--- config.mk ---
export PLATFORM = sky130hd
export DESIGN_NAME = mem_access_unit
export DESIGN_NICKNAME = d
export VERILOG_FILES = /design/src/rtl/mem_access_unit.sv
export SDC_FILE = /design/constraint.sdc
export NUM_CORES = 1
export LEC_CHECK = 0
export ABC_AREA = 1
export CAP_MARGIN = 20
export CELL_PAD_IN_SITES_DETAIL_PLACEMENT = 1
export CELL_PAD_IN_SITES_GLOBAL_PLACEMENT = 2
export CORE_MARGIN = 1
export CORE_UTILIZATION = 27
export DETAILED_ROUTE_END_ITERATION = 16
export GPL_ROUTABILITY_DRIVEN = 0
export HOLD_SLACK_MARGIN = 0.08
export PLACE_DENSITY_LB_ADDON = 0.1
export SETUP_SLACK_MARGIN = 0.5
export SKIP_CTS_REPAIR_TIMING = 1
export SLEW_MARGIN = 20
export SYNTH_ARGS = -nofsm -noshare
export SYNTH_HDL_FRONTEND = slang
export SYNTH_SLANG_ARGS = --single-unit
--- constraint.sdc ---
create_clock -name clock_i -period 5.75 [get_ports clock_i]
set_input_delay 0.8625 -clock clock_i [delete_from_list [all_inputs] [get_ports clock_i]]
set_output_delay 0.8625 -clock clock_i [all_outputs]
set_load 0.01 [all_outputs]
--- src/rtl/mem_access_unit.sv ---
// Load/store sequencer between EX/MEM and a word-wide data memory without byte enables.
// Sub-word stores are done as read-modify-write; loads are lane-selected and extended.
module mem_access_unit #(
  parameter int NB_DATA  = 32,
  parameter int NB_WADDR = 7
) (
  input  logic                clock_i,
  input  logic                reset_n_i,
  input  logic                valid_i,
  input  logic [31:0]         addr_i,
  input  logic [NB_DATA-1:0]  wdata_i,
  input  logic                mem_read_i,
  input  logic                mem_write_i,
  input  logic [1:0]          size_i,
  input  logic                unsigned_i,
  output logic                mem_enable_o,
  output logic [NB_WADDR-1:0] mem_addr_o,
  output logic [NB_DATA-1:0]  mem_wdata_o,
  output logic                mem_read_o,
  output logic                mem_write_o,
  input  logic [NB_DATA-1:0]  mem_rdata_i,
  output logic                stall_o,
  output logic [NB_DATA-1:0]  load_data_o,
  output logic                load_valid_o,
  output logic                fault_o
);

  typedef enum logic [2:0] {
    IDLE      = 3'd0,
    LD_ISSUE  = 3'd1,
    LD_DATA   = 3'd2,
    ST_WRITE  = 3'd3,
    RMW_READ  = 3'd4,
    RMW_WRITE = 3'd5
  } state_t;

  state_t               state_q, state_d;
  logic [NB_WADDR-1:0]  addr_q, addr_d;
  logic [1:0]           lane_q, lane_d;
  logic [1:0]           size_q, size_d;
  logic                 uns_q, uns_d;
  logic [NB_DATA-1:0]   wdata_q, wdata_d;
  logic [NB_DATA-1:0]   load_data_q, load_data_d;
  logic                 load_valid_q, load_valid_d;
  logic                 fault_q, fault_d;
  logic                 en_q, en_d;
  logic                 rd_q, rd_d;
  logic                 wr_q, wr_d;
  logic                 stall_q, stall_d;

  logic                 req_bad_s;
  logic [7:0]           byte_s;
  logic [15:0]          half_s;
  logic [NB_DATA-1:0]   ext_s;
  logic [NB_DATA-1:0]   merged_s;
  logic                 unused_addr_s;

  // Upper address bits wrap away: the memory is only 512 bytes.
  assign unused_addr_s = ^addr_i[31:9];

  // Illegal request detection: conflicting strobes, bad size, misalignment.
  always_comb begin
    req_bad_s = 1'b0;
    if (mem_read_i && mem_write_i) begin
      req_bad_s = 1'b1;
    end else begin
      case (size_i)
        2'b00:   req_bad_s = 1'b0;
        2'b01:   req_bad_s = addr_i[0];
        2'b10:   req_bad_s = (addr_i[1:0] != 2'b00);
        default: req_bad_s = 1'b1;
      endcase
    end
  end

  // Load lane select and extension, plus the store lane merge into read data.
  always_comb begin
    byte_s   = mem_rdata_i[{lane_q, 3'b000} +: 8];
    half_s   = lane_q[1] ? mem_rdata_i[31:16] : mem_rdata_i[15:0];
    ext_s    = mem_rdata_i;
    merged_s = mem_rdata_i;
    case (size_q)
      2'b00: begin
        ext_s = uns_q ? {24'h000000, byte_s} : {{24{byte_s[7]}}, byte_s};
        merged_s[{lane_q, 3'b000} +: 8] = wdata_q[7:0];
      end
      2'b01: begin
        ext_s = uns_q ? {16'h0000, half_s} : {{16{half_s[15]}}, half_s};
        if (lane_q[1]) begin
          merged_s[31:16] = wdata_q[15:0];
        end else begin
          merged_s[15:0] = wdata_q[15:0];
        end
      end
      default: begin
        ext_s    = mem_rdata_i;
        merged_s = wdata_q;
      end
    endcase
  end

  // Sequencer next state; strobes and stall are derived from the next state so they register cleanly.
  always_comb begin
    state_d      = state_q;
    addr_d       = addr_q;
    lane_d       = lane_q;
    size_d       = size_q;
    uns_d        = uns_q;
    wdata_d      = wdata_q;
    load_data_d  = load_data_q;
    load_valid_d = 1'b0;
    fault_d      = 1'b0;
    case (state_q)
      IDLE: begin
        if (valid_i && (mem_read_i || mem_write_i)) begin
          if (req_bad_s) begin
            fault_d = 1'b1;
          end else begin
            addr_d  = addr_i[8:2];
            lane_d  = addr_i[1:0];
            size_d  = size_i;
            uns_d   = unsigned_i;
            wdata_d = wdata_i;
            if (mem_read_i) begin
              state_d = LD_ISSUE;
            end else if (size_i == 2'b10) begin
              state_d = ST_WRITE;
            end else begin
              state_d = RMW_READ;
            end
          end
        end else begin
          state_d = IDLE;
        end
      end
      LD_ISSUE:  state_d = LD_DATA;
      LD_DATA: begin
        load_data_d  = ext_s;
        load_valid_d = 1'b1;
        state_d      = IDLE;
      end
      ST_WRITE:  state_d = IDLE;
      RMW_READ:  state_d = RMW_WRITE;
      RMW_WRITE: state_d = IDLE;
      default:   state_d = IDLE;
    endcase
    rd_d    = (state_d == LD_ISSUE) || (state_d == RMW_READ);
    wr_d    = (state_d == ST_WRITE) || (state_d == RMW_WRITE);
    en_d    = rd_d || wr_d;
    stall_d = (state_d != IDLE);
  end

  // State and registered outputs.
  always_ff @(posedge clock_i or negedge reset_n_i) begin
    if (!reset_n_i) begin
      state_q      <= IDLE;
      addr_q       <= '0;
      lane_q       <= 2'b00;
      size_q       <= 2'b00;
      uns_q        <= 1'b0;
      wdata_q      <= '0;
      load_data_q  <= '0;
      load_valid_q <= 1'b0;
      fault_q      <= 1'b0;
      en_q         <= 1'b0;
      rd_q         <= 1'b0;
      wr_q         <= 1'b0;
      stall_q      <= 1'b0;
    end else begin
      state_q      <= state_d;
      addr_q       <= addr_d;
      lane_q       <= lane_d;
      size_q       <= size_d;
      uns_q        <= uns_d;
      wdata_q      <= wdata_d;
      load_data_q  <= load_data_d;
      load_valid_q <= load_valid_d;
      fault_q      <= fault_d;
      en_q         <= en_d;
      rd_q         <= rd_d;
      wr_q         <= wr_d;
      stall_q      <= stall_d;
    end
  end

  assign mem_enable_o = en_q;
  assign mem_read_o   = rd_q;
  assign mem_write_o  = wr_q;
  assign mem_addr_o   = addr_q;
  assign mem_wdata_o  = (state_q == RMW_WRITE) ? merged_s : wdata_q;
  assign stall_o      = stall_q;
  assign load_data_o  = load_data_q;
  assign load_valid_o = load_valid_q;
  assign fault_o      = fault_q;

endmodule

### Word level (Yosys, flattened, before mapping)

Index checks and enable logic that the tools add are counted.

| word-level totals | value |
|---|---|
| register bits | 85 |
| output and inout bits | 77 |

| operators by class | value |
|---|---|
| add/sub/neg operators | 1 |
| equal/unequal tests | 11 |
| shifts and indexed selects | 3 |
| multiplexer cells | 20 |
| bitwise gates (word level) | 1 |
| reduce and logical (&&, ||, !) cells | 12 |

Operators by type and width:

| cell | count |
|---|---|
| 32-bit one-hot mux with 2 select lines | 2 |
| 32-bit two-way mux | 3 |
| 16-bit two-way mux | 3 |
| 32-bit bitwise mux | 1 |
| 8-bit by 7-bit variable shift with 32-bit output (first input constant) | 1 |
| 32-bit by 6-bit indexed part select with 8-bit output | 1 |
| 8-bit by 7-bit indexed part select with 32-bit output | 1 |
| 3-bit equality test (second input constant) | 4 |
| 3-bit two-way mux | 4 |
| 3-bit one-hot mux with 3 select lines | 1 |
| 5-bit negation with 7-bit output | 1 |
| 3-bit by 1-bit equality test with 1-bit output (second input constant) | 2 |
| 3-bit by 2-bit equality test with 1-bit output (second input constant) | 2 |
| 1-bit two-way mux | 5 |
| 2-bit by 1-bit equality test with 1-bit output (second input constant) | 2 |
| 2-bit logical NOT | 2 |
| 1-bit logical OR | 4 |
| 3-bit logical NOT | 1 |
| 1-bit one-hot mux with 3 select lines | 1 |
| 3-bit AND reduction | 1 |
| 3-bit nonzero test | 1 |
| 2-bit equality test (second input constant) | 1 |
| 1-bit logical AND | 2 |
| 2-bit nonzero test | 1 |
| 1-bit NOT | 1 |

### Longest topological paths before layout

Gate-level depths: netlist of run 1.

| logic depth | value |
|---|---|
| depth in word-level cells | 9 |
| depth in mapped cells | 12 |
| mapped depth without buffers | 9 |

### Worst setup path after synthesis of run 1

No wires, ideal clock.

| path | value |
|---|---|
| kind | register to output |
| start point | register lane_q[1] |
| end point | output mem_wdata_o[10] |
| arrival time | 1.930 ns |
| data required time | 4.888 ns |
| slack | 2.957 ns |
| stages on the path, launching flop included | 12 |
| path buffers | 3 |
| path through | dfrtp_1 buf_2 inv_4 clkbuf_1 ha_1 clkbuf_1 nand3_1 o22ai_1 nand2_1 nand2_1 nand2_1 nand2_1 |

| on the way | value |
|---|---|
| cells in the longest elaborated chain, start to end | 5 |
| elaborated cells between the ends (all ways) | 7 |
| those cells by class | add/sub: 1; shift: 2; mux: 4 |

Ends and longest elaborated chain:

| what | line | RTL |
|---|---|---|
| start: declaration | 39 | `logic [1:0] lane_q, lane_d;` |
| start signal: assignment | 172 | `lane_q <= lane_d;` |
| 5-bit negation with 7-bit output | 85 | `merged_s[{lane_q, 3'b000} +: 8] = wdata_q[7:0];` |
| 8-bit by 7-bit indexed part select with 32-bit output or 8-bit by 7-bit variable shift with 32-bit output (tied branches) | 85 |  |
| 32-bit bitwise mux | 85 |  |
| 32-bit one-hot mux with 2 select lines * | 82 | `case (size_q)` |
| 32-bit two-way mux * | 190 | `assign mem_wdata_o = (state_q == RMW_WRITE) ? merged_s : wdata_q;` |
| end: declaration | 18 | `output logic [NB_DATA-1:0] mem_wdata_o,` |

Mark *: on every way between the ends. The rest lies on a longest branch, timed or not.

### Worst setup path after layout of run 1

| path | value |
|---|---|
| start point | register lane_q[0] |
| end point | output mem_wdata_o[7] |

| on the way | value |
|---|---|
| cells in the longest elaborated chain, start to end | 5 |
| elaborated cells between the ends (all ways) | 6 |
| those cells by class | add/sub: 1; shift: 2; mux: 3 |

Ends and longest elaborated chain:

| what | line |
|---|---|
| 5-bit negation with 7-bit output * | 85 |
| 8-bit by 7-bit indexed part select with 32-bit output or 8-bit by 7-bit variable shift with 32-bit output (tied branches) | 85 |
| 32-bit bitwise mux * | 85 |
| 32-bit one-hot mux with 2 select lines * | 82 |
| 32-bit two-way mux * | 190 |

Marked as above.

==> metrics.csv, run 1 <==
metric;value;unit
critPathSlowestCell;dfrtp_1;
grt.busiest_layer;met2;
vias;6011;
coreArea;0.0206;mm²
rsz0062_at_grt;false;
preCtsSetupSlack;1.76;ns
portBuffers;157;
max_stage_delay;0.72;ns
worstMarginPinSlew;1.00;ns
holdWs;0.413;ns
ir_worst_vdd;0.000242;V
htree_levels;3;
drt_wl_total;22400;µm
crit_buf_inv;2;
drc_errors;0;
multiInputGateArea;0.00308;mm²
avgSynthCellArea;6.65;µm²
grt_antenna_before_repair;0;
fin_crit_sh;75.9;%
syn_to_final_growth;34.3;%
synth_fp_nets;972;
cp_max_fo;16;
clock_latency;0.35;ns
dpl.cell_count;1244;
cts_sinks;85;
grt_max_degree;63;
die-area;0.0219;mm²
fp-row-count;52;
grt_overflow;0;
grt_pass1_vias;6170;
crit_type;reg -> out;
diodes;0;
grt_pass1_wl;35700;µm
drtAntennaViolNets;0;
use_met3;4.51;%
fin_ws;1.39;ns
synth_ff_type;dfrtp_1;
regArea;0.00213;mm²
status;finished, final reports clean;
path_cells;inv_1 -> ha_1 -> nor2_1 -> nand4_1 -> nand2_1 -> nand2_1 -> nand2_1 -> nand2_1 -> nand2_1 -> clkdlybuf4s50_1;
dr.first_iter.drc_count;313;
async_flop_share;100;%
final_nets;1094;
crit_top_cell;nand2_1;
period_minus_slack;4.36;ns
clk_path_buf_depth;2;
fillers;2626;
slew_headroom;33.0;%
dpl.hpwl;16100;µm
slew_viol_final;0;
drive_above_1_share;5.76;%
critPathTopFamily;simple AND/OR/NAND/NOR gates;
grt.met2_usage;34.3;%
fp.dieH;148;µm
synthCells;863;
track_usage;21.3;%
synth_warnings;0;
yosysSeqAreaShare;37.0;%
synth-edff-count;0;
arrival;3.50;ns
cts_root_buf;clkbuf_16;
setup_tns;0;ns
cts.clk_slew.worst_paths;0.07;ns
power.density;557;mW/mm²
ys_types;31;
cap_viol_max_count;0;
cts_made_buffers;9;
initial_core_util;27.9;%
power;4300;µW
netlist_area;0.00574;mm²
end_kind;primary output;
ios;181;
viasPerCell;4.77;
first_pass_iters;4;
p_leak;0.00380;µW
final.setup_skew;0.00608;ns
hold_path_class;in -> async;
gr-usage-met1;29.1;%
required;4.89;ns
die_w;148;µm
ys_seq_elements;85;
fmax;229;MHz
cts_tree;built;
cp-start-kind;register;
final_cells;1260;
routedWlPerCell;17.7;µm
setup-violations-final;0;
final_hold_viol_count;0;
cells in the final DEF (no fill, tap or decap), types with 2 or more instances in the layout:
cell / synthesis / final
nand3_2: 13 / 13
nand2_1: 377 / 377
o21ai_0: 41 / 41
o22ai_1: 13 / 13
a21boi_1: 10 / 10
ha_1: 5 / 5
nor2_4: 1 / 2
inv_1: 52 / 50
bufinv_16: 0 / 3
nor2_1: 42 / 41
nand2_2: 3 / 3
or2_0: 10 / 10
clkdlybuf4s50_1: 0 / 156
dfrtp_1: 85 / 85
inv_2: 4 / 5
buf_4: 4 / 6
a21oi_1: 64 / 64
nand3_1: 53 / 53
nand4_1: 17 / 17
a21boi_0: 6 / 6
clkbuf_16: 0 / 9
nor2_2: 3 / 3
or2_2: 6 / 6
worst paths after layout:
check | start | endpoint | slack (ns) | cells after the start
setup / recovery | lane_q[0]$_DFFE_PN0P_ | mem_wdata_o[7] | 1.39 | 10
hold / removal | reset_n_i | load_valid_o$_DFF_PN0_ | 0.41 | 1
setup reg to reg | state_q[1]$_DFF_PN0_ | wdata_q[28]$_DFFE_PN0P_ | 3.36 | 7
hold reg to reg | wdata_q[27]$_DFFE_PN0P_ | wdata_q[27]$_DFFE_PN0P_ | 0.47 | 2
max in group asynchronous | reset_n_i | wdata_q[24]$_DFFE_PN0P_ | 4.18 | 2
min in group clock_i | wdata_q[27]$_DFFE_PN0P_ | wdata_q[27]$_DFFE_PN0P_ | 0.47 | 2
power breakdown:
part	switching [µW]	internal [µW]	total [µW]
clock	275	430	705
combinational	1460	1000	2460
sequential	250	884	1130
total	1980	2320	4300
flip-flops by register name, indices dropped and copies added (netlist names), 2 cells and up:
signal,cells
size_q,2
mem_addr_o,7
wdata_q,32
load_data_o,32
lane_q,2
state_q,3
through the flow:
stage | util, % | area [µm²]
after floorplan | - | 5740
after global placement | 35.8 | 7370
after detailed placement | 35.8 | 7370
after CTS | 37.5 | 7710
after global routing | 37.5 | 7710
final | 37.5 | 7710
synthesized netlist by cell type, types with 3 or more instances:
cell | n | area, µm²
a21boi_0 | 6 | 45.0
a21boi_1 | 10 | 75.1
a21oi_1 | 64 | 320
buf_2 | 21 | 105
buf_4 | 4 | 30.0
buf_6 | 11 | 124
clkbuf_1 | 14 | 52.6
dfrtp_1 | 85 | 2130
ha_1 | 5 | 62.6
inv_1 | 52 | 195
inv_2 | 4 | 15.0
nand2_1 | 377 | 1420
nand2_2 | 3 | 18.8
nand3_1 | 53 | 265
nand3_2 | 13 | 130
nand4_1 | 17 | 106
nor2_1 | 42 | 158
nor2_2 | 3 | 18.8
o21ai_0 | 41 | 205
o22ai_1 | 13 | 81.3
or2_0 | 10 | 62.6
or2_2 | 6 | 37.5
routing by layer:
layer | vias up | share of wire (%)
li1 | 3007 | -
met1 | 2873 | 48
met2 | 124 | 46
met3 | 7 | 5.2
met4 | 0 | 0.52
met5 | - | 0
final cells by class:
cell class / instances / area share (%)
Tap cell: 270 / 4.38
Timing Repair Buffer: 162 / 20.8
Multi-Input combinational cell: 670 / 39.9
Clock buffer: 10 / 2.97
Sequential cell: 85 / 27.6
Clock inverter: 6 / 1.52
Inverter: 57 / 2.81
cell families (layout without fill, tap and decap cells):
group	count (synthesis)	count (layout)	share of synthesized area [%]
simple gates	528	528	39.4
compound gates	137	137	13.1
buf+inv	108	235	9.46
flops	85	85	37.0
fa+ha+maj	5	5	1.09
worst register-to-register path: stages (launching register included):
cell,delay [ns]
dfrtp_1,0.44
nor2_1,0.19
inv_1,0.11
nor2_4,0.08
buf_4,0.47
nand2_2,0.68
nand2_1,0.24
nand2_1,0.07
Power figures use the tool's default switching activity.
==> run 2, diff against run 1 <==
- CORE_UTILIZATION: 27 -> 22
- clock period: 5.75 -> 3.82 ns (I/O delays scaled with it)
==> run 2 against run 1 <==
Worst hold slack worse by 0.22 ns. Register-to-register slack worse by 1.5 ns. Total power up 55%. Critical path depth unchanged. Combinational power up 61%. Critical path type unchanged. Largest cell class unchanged.
==> metrics.csv, run 2 (synthesis results as in run 1) <==
metric;value;unit
status;finished, final reports clean;
track_usage;18.6;%
path_cells;buf_8 -> ha_1 -> buf_4 -> nand4_1 -> nand2_1 -> nand2_1 -> nand2_1 -> nand2_1 -> nand2_1 -> clkdlybuf4s50_1;
setup_tns;0;ns
cts_root_buf;clkbuf_16;
p_leak;0.00396;µW
grt_pass1_wl;37700;µm
initial_core_util;22.6;%
holdWs;0.195;ns
die_w;164;µm
dpl.hpwl;17800;µm
cts_sinks;85;
final_hold_viol_count;0;
end_kind;primary output;
ios;181;
final_cell_mix;nand2_1 (376), clkdlybuf4s50_1 (149), dfrtp_1 (84), a21oi_1 (64), nand3_1 (51);
power.density;830;mW/mm²
drt_wl_total;24100;µm
multiInputGateArea;0.00313;mm²
cp_max_fo;36;
fp.dieH;164;µm
cts_tree;built;
cap_viol_max_count;0;
final.setup_skew;0.00572;ns
period_minus_slack;3.19;ns
worstMarginPinSlew;0.954;ns
slew_viol_final;0;
slew_headroom;36.2;%
grt_overflow;0;
clock_latency;0.35;ns
syn_to_final_growth;39.4;%
rsz0062_at_grt;true;
max_stage_delay;0.53;ns
crit_type;reg -> out;
die-area;0.0268;mm²
cts_made_buffers;9;
power;6650;µW
grt_max_degree;48;
cts.clk_slew.worst_paths;0.07;ns
fin_crit_sh;83.5;%
fp-row-count;58;
dr.first_iter.drc_count;264;
grt_pass1_vias;6304;
hold_path_class;in -> async;
fmax;313;MHz
regArea;0.00213;mm²
ir_worst_vdd;0.000333;V
grt_antenna_before_repair;0;
drc_errors;0;
first_pass_iters;4;
final_nets;1113;
portBuffers;157;
routedWlPerCell;18.0;µm
cp-start-kind;register;
vias;6027;
crit_top_cell;nand2_1;
drive_above_1_share;8.73;%
setup-violations-final;0;
arrival;2.62;ns
required;3.25;ns
fillers;3231;
critPathSlowestCell;clkdlybuf4s50_1;
drtAntennaViolNets;0;
diodes;0;
coreArea;0.0254;mm²
htree_levels;3;
rrSetupSlack;1.87;ns
clk_path_buf_depth;2;
final_common_cell;nand2_1;
viasPerCell;4.50;
[run 2: cell count changes in the layout (fill, tap and decap cells not counted), moves of 2 or more]
cell             change
dlymetal6s2s_1       +7
buf_4               +17
nand3_1              -2
inv_1                -2
nand3_2              +2
ha_1                 -4
clkinvlp_4           +3
ha_2                 +2
clkdlybuf4s50_1      -7
ha_4                 +2
[run 2: final cells by class]
class                           instances  share of cell area, %
Sequential cell                        85                   26.6
Clock inverter                          5                   1.05
Timing Repair Buffer                  180                   22.1
Timing Repair inverter                  1                  0.109
Multi-Input combinational cell        670                   39.1
Clock buffer                           10                   2.99
Tap cell                              330                   5.16
Inverter                               57                   2.92
[run 2: worst max-delay path, delay by kind of cell, from the launching register on]
| family | cells | cell delay [ns] |
|---|---|---|
| buf+inv | 3 | 0.97 |
| simple gates | 6 | 0.56 |
| flops | 1 | 0.50 |
| fa+ha+maj | 1 | 0.23 |
[run 2: power breakdown]
| part | internal (µW) | total (µW) | switching (µW) | leakage (µW) |
|---|---|---|---|---|
| clock | 590 | 984 | 394 | 0.000151 |
| sequential | 1330 | 1710 | 378 | 0.00104 |
| combinational | 1660 | 3950 | 2300 | 0.00276 |
[run 2: through the flow]
| stage | cell area (µm²) | cells | util (%) | setup WS [ns] |
|---|---|---|---|---|
| 5_1_grt | 8000 | 1338 | 31.5 | 0.469 |
| 3_5_place_dp | 7550 | 1318 | 29.7 | 0.567 |
| 4_1_cts | 7870 | 1333 | 31.0 | 0.169 |
| 2_1_floorplan | 5740 | 863 | - | 1.32 |
| 6_report | 8000 | 1338 | 31.5 | 0.628 |
| 3_3_place_gp | 7550 | 1318 | 29.7 | 0.586 |
[run 2: final timing paths]
| kind | from | endpoint | cells past startpoint |
|---|---|---|---|
| worst min-delay path | reset_n_i | load_valid_o$_DFF_PN0_ | 1 |
| worst max-delay path | lane_q[1]$_DFFE_PN0P_ | mem_wdata_o[22] | 10 |
| worst min register to register | wdata_q[20]$_DFFE_PN0P_ | wdata_q[20]$_DFFE_PN0P_ | 2 |
| max in group asynchronous | reset_n_i | lane_q[1]$_DFFE_PN0P_ | 2 |
| min in group clock_i | wdata_q[20]$_DFFE_PN0P_ | wdata_q[20]$_DFFE_PN0P_ | 2 |
| worst max register to register | state_q[2]$_DFF_PN0_ | load_data_o[23]$_DFFE_PN0P_ | 6 |
[run 2: routing by layer]
layer / share of wire, % / global-route usage (%) / up-vias
li1: - / - / 3034
met3: 4.5 / 3.83 / 8
met2: 46 / 29.8 / 123
met5: 0 / 0 / -
met1: 48 / 25.7 / 2862
met4: 0.91 / 4.08 / 0
==> run 3, diff against run 2 <==
- CORE_UTILIZATION: 22 -> 25
- clock period: 3.82 -> 3 ns (I/O delays scaled with it)
==> run 3 against run 2 <==
Cell count is 1.7% lower. Global-route usage is 2.1 points higher. Setup slack worse by 0.16 ns. Register-to-register slack worse by 0.66 ns. First-iteration DRC count is 14% lower. Clock power is 14% higher. Sequential power is 27% higher. Critical path type unchanged. Largest power group unchanged. Die area is 12% lower. Via count is 3.1% higher.
==> metrics.csv, run 3 (synthesis results as in run 1) <==
metric;value;unit
status;finished, final reports clean;
arrival;2.08;ns
critPathSlowestCell;dfrtp_2;
cts_root_buf;clkbuf_16;
coreArea;0.0226;mm²
die-area;0.0236;mm²
p_leak;0.00415;µW
critPathTopFamily;simple AND/OR/NAND/NOR gates;
routedWlPerCell;18.3;µm
cts_tree;built;
max_stage_delay;0.45;ns
final_util;36.2;%
grt_pass1_vias;6436;
htree_levels;3;
track_usage;20.8;%
cp-start-kind;register;
path_cells;clkinv_4 -> ha_4 -> nor2_4 -> buf_6 -> buf_4 -> nand4_1 -> nand2_1 -> nand2_1 -> nand2_1 -> nand2_1 -> nand2_1 -> buf_2;
required;2.55;ns
fp-row-count;55;
grt_overflow;0;
drc_errors;0;
clk_path_buf_depth;2;
setup-violations-final;0;
fillers;2852;
crit_top_cell;nand2_1;
power.density;1050;mW/mm²
first_pass_iters;4;
crit_buf_inv;4;
multiInputGateArea;0.00327;mm²
cap_viol_max_count;0;
diodes;0;
switching_share;47.6;%
clock_latency;0.36;ns
final_common_cell;nand2_1;
worstMarginPinSlew;0.719;ns
cts.clk_slew.worst_paths;0.07;ns
crit_type;reg -> out;
drtAntennaViolNets;0;
slew_headroom;52.1;%
power_frac_comb;61.6;%
drive_above_1_share;15.0;%
final.setup_skew;0.00909;ns
regArea;0.00213;mm²
die_w;154;µm
slew_viol_final;0;
period_minus_slack;2.53;ns
fmax;395;MHz
fin_area;0.00818;mm²
end_kind;primary output;
cts_made_buffers;9;
vias;6213;
fin_crit_sh;84.4;%
final_hold_viol_count;0;
dpl.hpwl;17500;µm
clkPwrFrac;13.1;%
ir_worst_vdd;0.000517;V
power_frac_seq;25.4;%
viasPerCell;4.72;
ios;181;
drt_wl_total;24100;µm
dpl.cell_count;1282;
fp.dieH;154;µm
final_cell_mix;nand2_1 (365), clkdlybuf4s50_1 (124), dfrtp_1 (83), a21oi_1 (64), nand3_1 (51);
cp_max_fo;6;
hold_path_class;in -> async;
grt_antenna_before_repair;0;
portBuffers;157;
grt_pass1_wl;37400;µm
final_nets;1135;
rsz0062_at_grt;true;
cts_sinks;85;
initial_core_util;25.4;%
p_int;4500;µW
final_cells;1315;
dr.first_iter.drc_count;227;
placed_cell_area;0.00758;mm²
grt_max_degree;48;
syn_to_final_growth;42.4;%
switching_power;4090;µW
run 3: cell count changes in the layout (fill, tap and decap cells not counted), moves of 8 or more:
cell	change
buf_6	+8
clkbuf_2	+16
o22ai_1	-9
nand2_1	-11
buf_4	+14
o22ai_2	+9
clkdlybuf4s50_1	-25
nand2_2	+9
run 3: power groups by stage:
stage | Combinational (µW) | Sequential [µW] | Clock [µW]
after CTS | 4980 | 2180 | 1160
after global routing | 5880 | 2270 | 1200
after floorplan | 2820 | 2160 | 0
final | 5280 | 2180 | 1120
after detailed placement | 4950 | 2190 | 0
after global placement | 4930 | 2180 | 0
run 3: final cells by class:
class	count	share of cell area, %
clock buffer	11	2.97
multi-input combinational	670	40.0
inverter	57	2.77
timing repair buffer	203	23.4
sequential	85	26.0
clock inverter	4	0.413
tap	285	4.36
run 3: metrics by stage:
stage / power [µW] / hold slack, ns / worst slack, ns / TNS (ns)
2_1_floorplan: 4980 / 0.154 / 0.620 / 0
3_3_place_gp: 7110 / 0.453 / 0.160 / 0
3_5_place_dp: 7140 / 0.461 / 0.135 / 0
4_1_cts: 8320 / 0.168 / -0.261 / -4.07
5_1_grt: 9340 / 0.184 / 0.305 / 0
6_report: 8590 / 0.135 / 0.467 / 0
run 3: worst paths after layout:
| path | depth (start not counted) | slack [ns] | to | start |
|---|---|---|---|---|
| min in group clock_i | 2 | 0.47 | wdata_q[17]$_DFFE_PN0P_ | wdata_q[17]$_DFFE_PN0P_ |
| min | 1 | 0.14 | load_data_o[20]$_DFFE_PN0P_ | reset_n_i |
| min reg2reg | 2 | 0.47 | wdata_q[17]$_DFFE_PN0P_ | wdata_q[17]$_DFFE_PN0P_ |
| max reg2reg | 10 | 1.21 | load_data_o[14]$_DFFE_PN0P_ | lane_q[1]$_DFFE_PN0P_ |
| max in group asynchronous | 2 | 2.17 | wdata_q[19]$_DFFE_PN0P_ | reset_n_i |
| max | 12 | 0.47 | mem_wdata_o[5] | lane_q[1]$_DFFE_PN0P_ |
run 3: worst register-to-register path: stages (launching register included):
cell and delay (ns):
dfrtp_2 0.47, buf_4 0.17, buf_6 0.17, nand2_1 0.09, o21ai_0 0.10, nand2_1 0.11, nand2_1 0.08, nand2_1 0.22
nand2_1 0.08, nand2_1 0.13, nand2_1 0.07
run 3: per-layer routing:
metal | global-route usage, % | up-vias | routed length (µm)
met5 | 0 | - | 0
met4 | 4.81 | 0 | 227
met3 | 5.07 | 14 | 1250
met2 | 34.2 | 134 | 11500
met1 | 27.3 | 2978 | 11200
li1 | - | 3087 | -
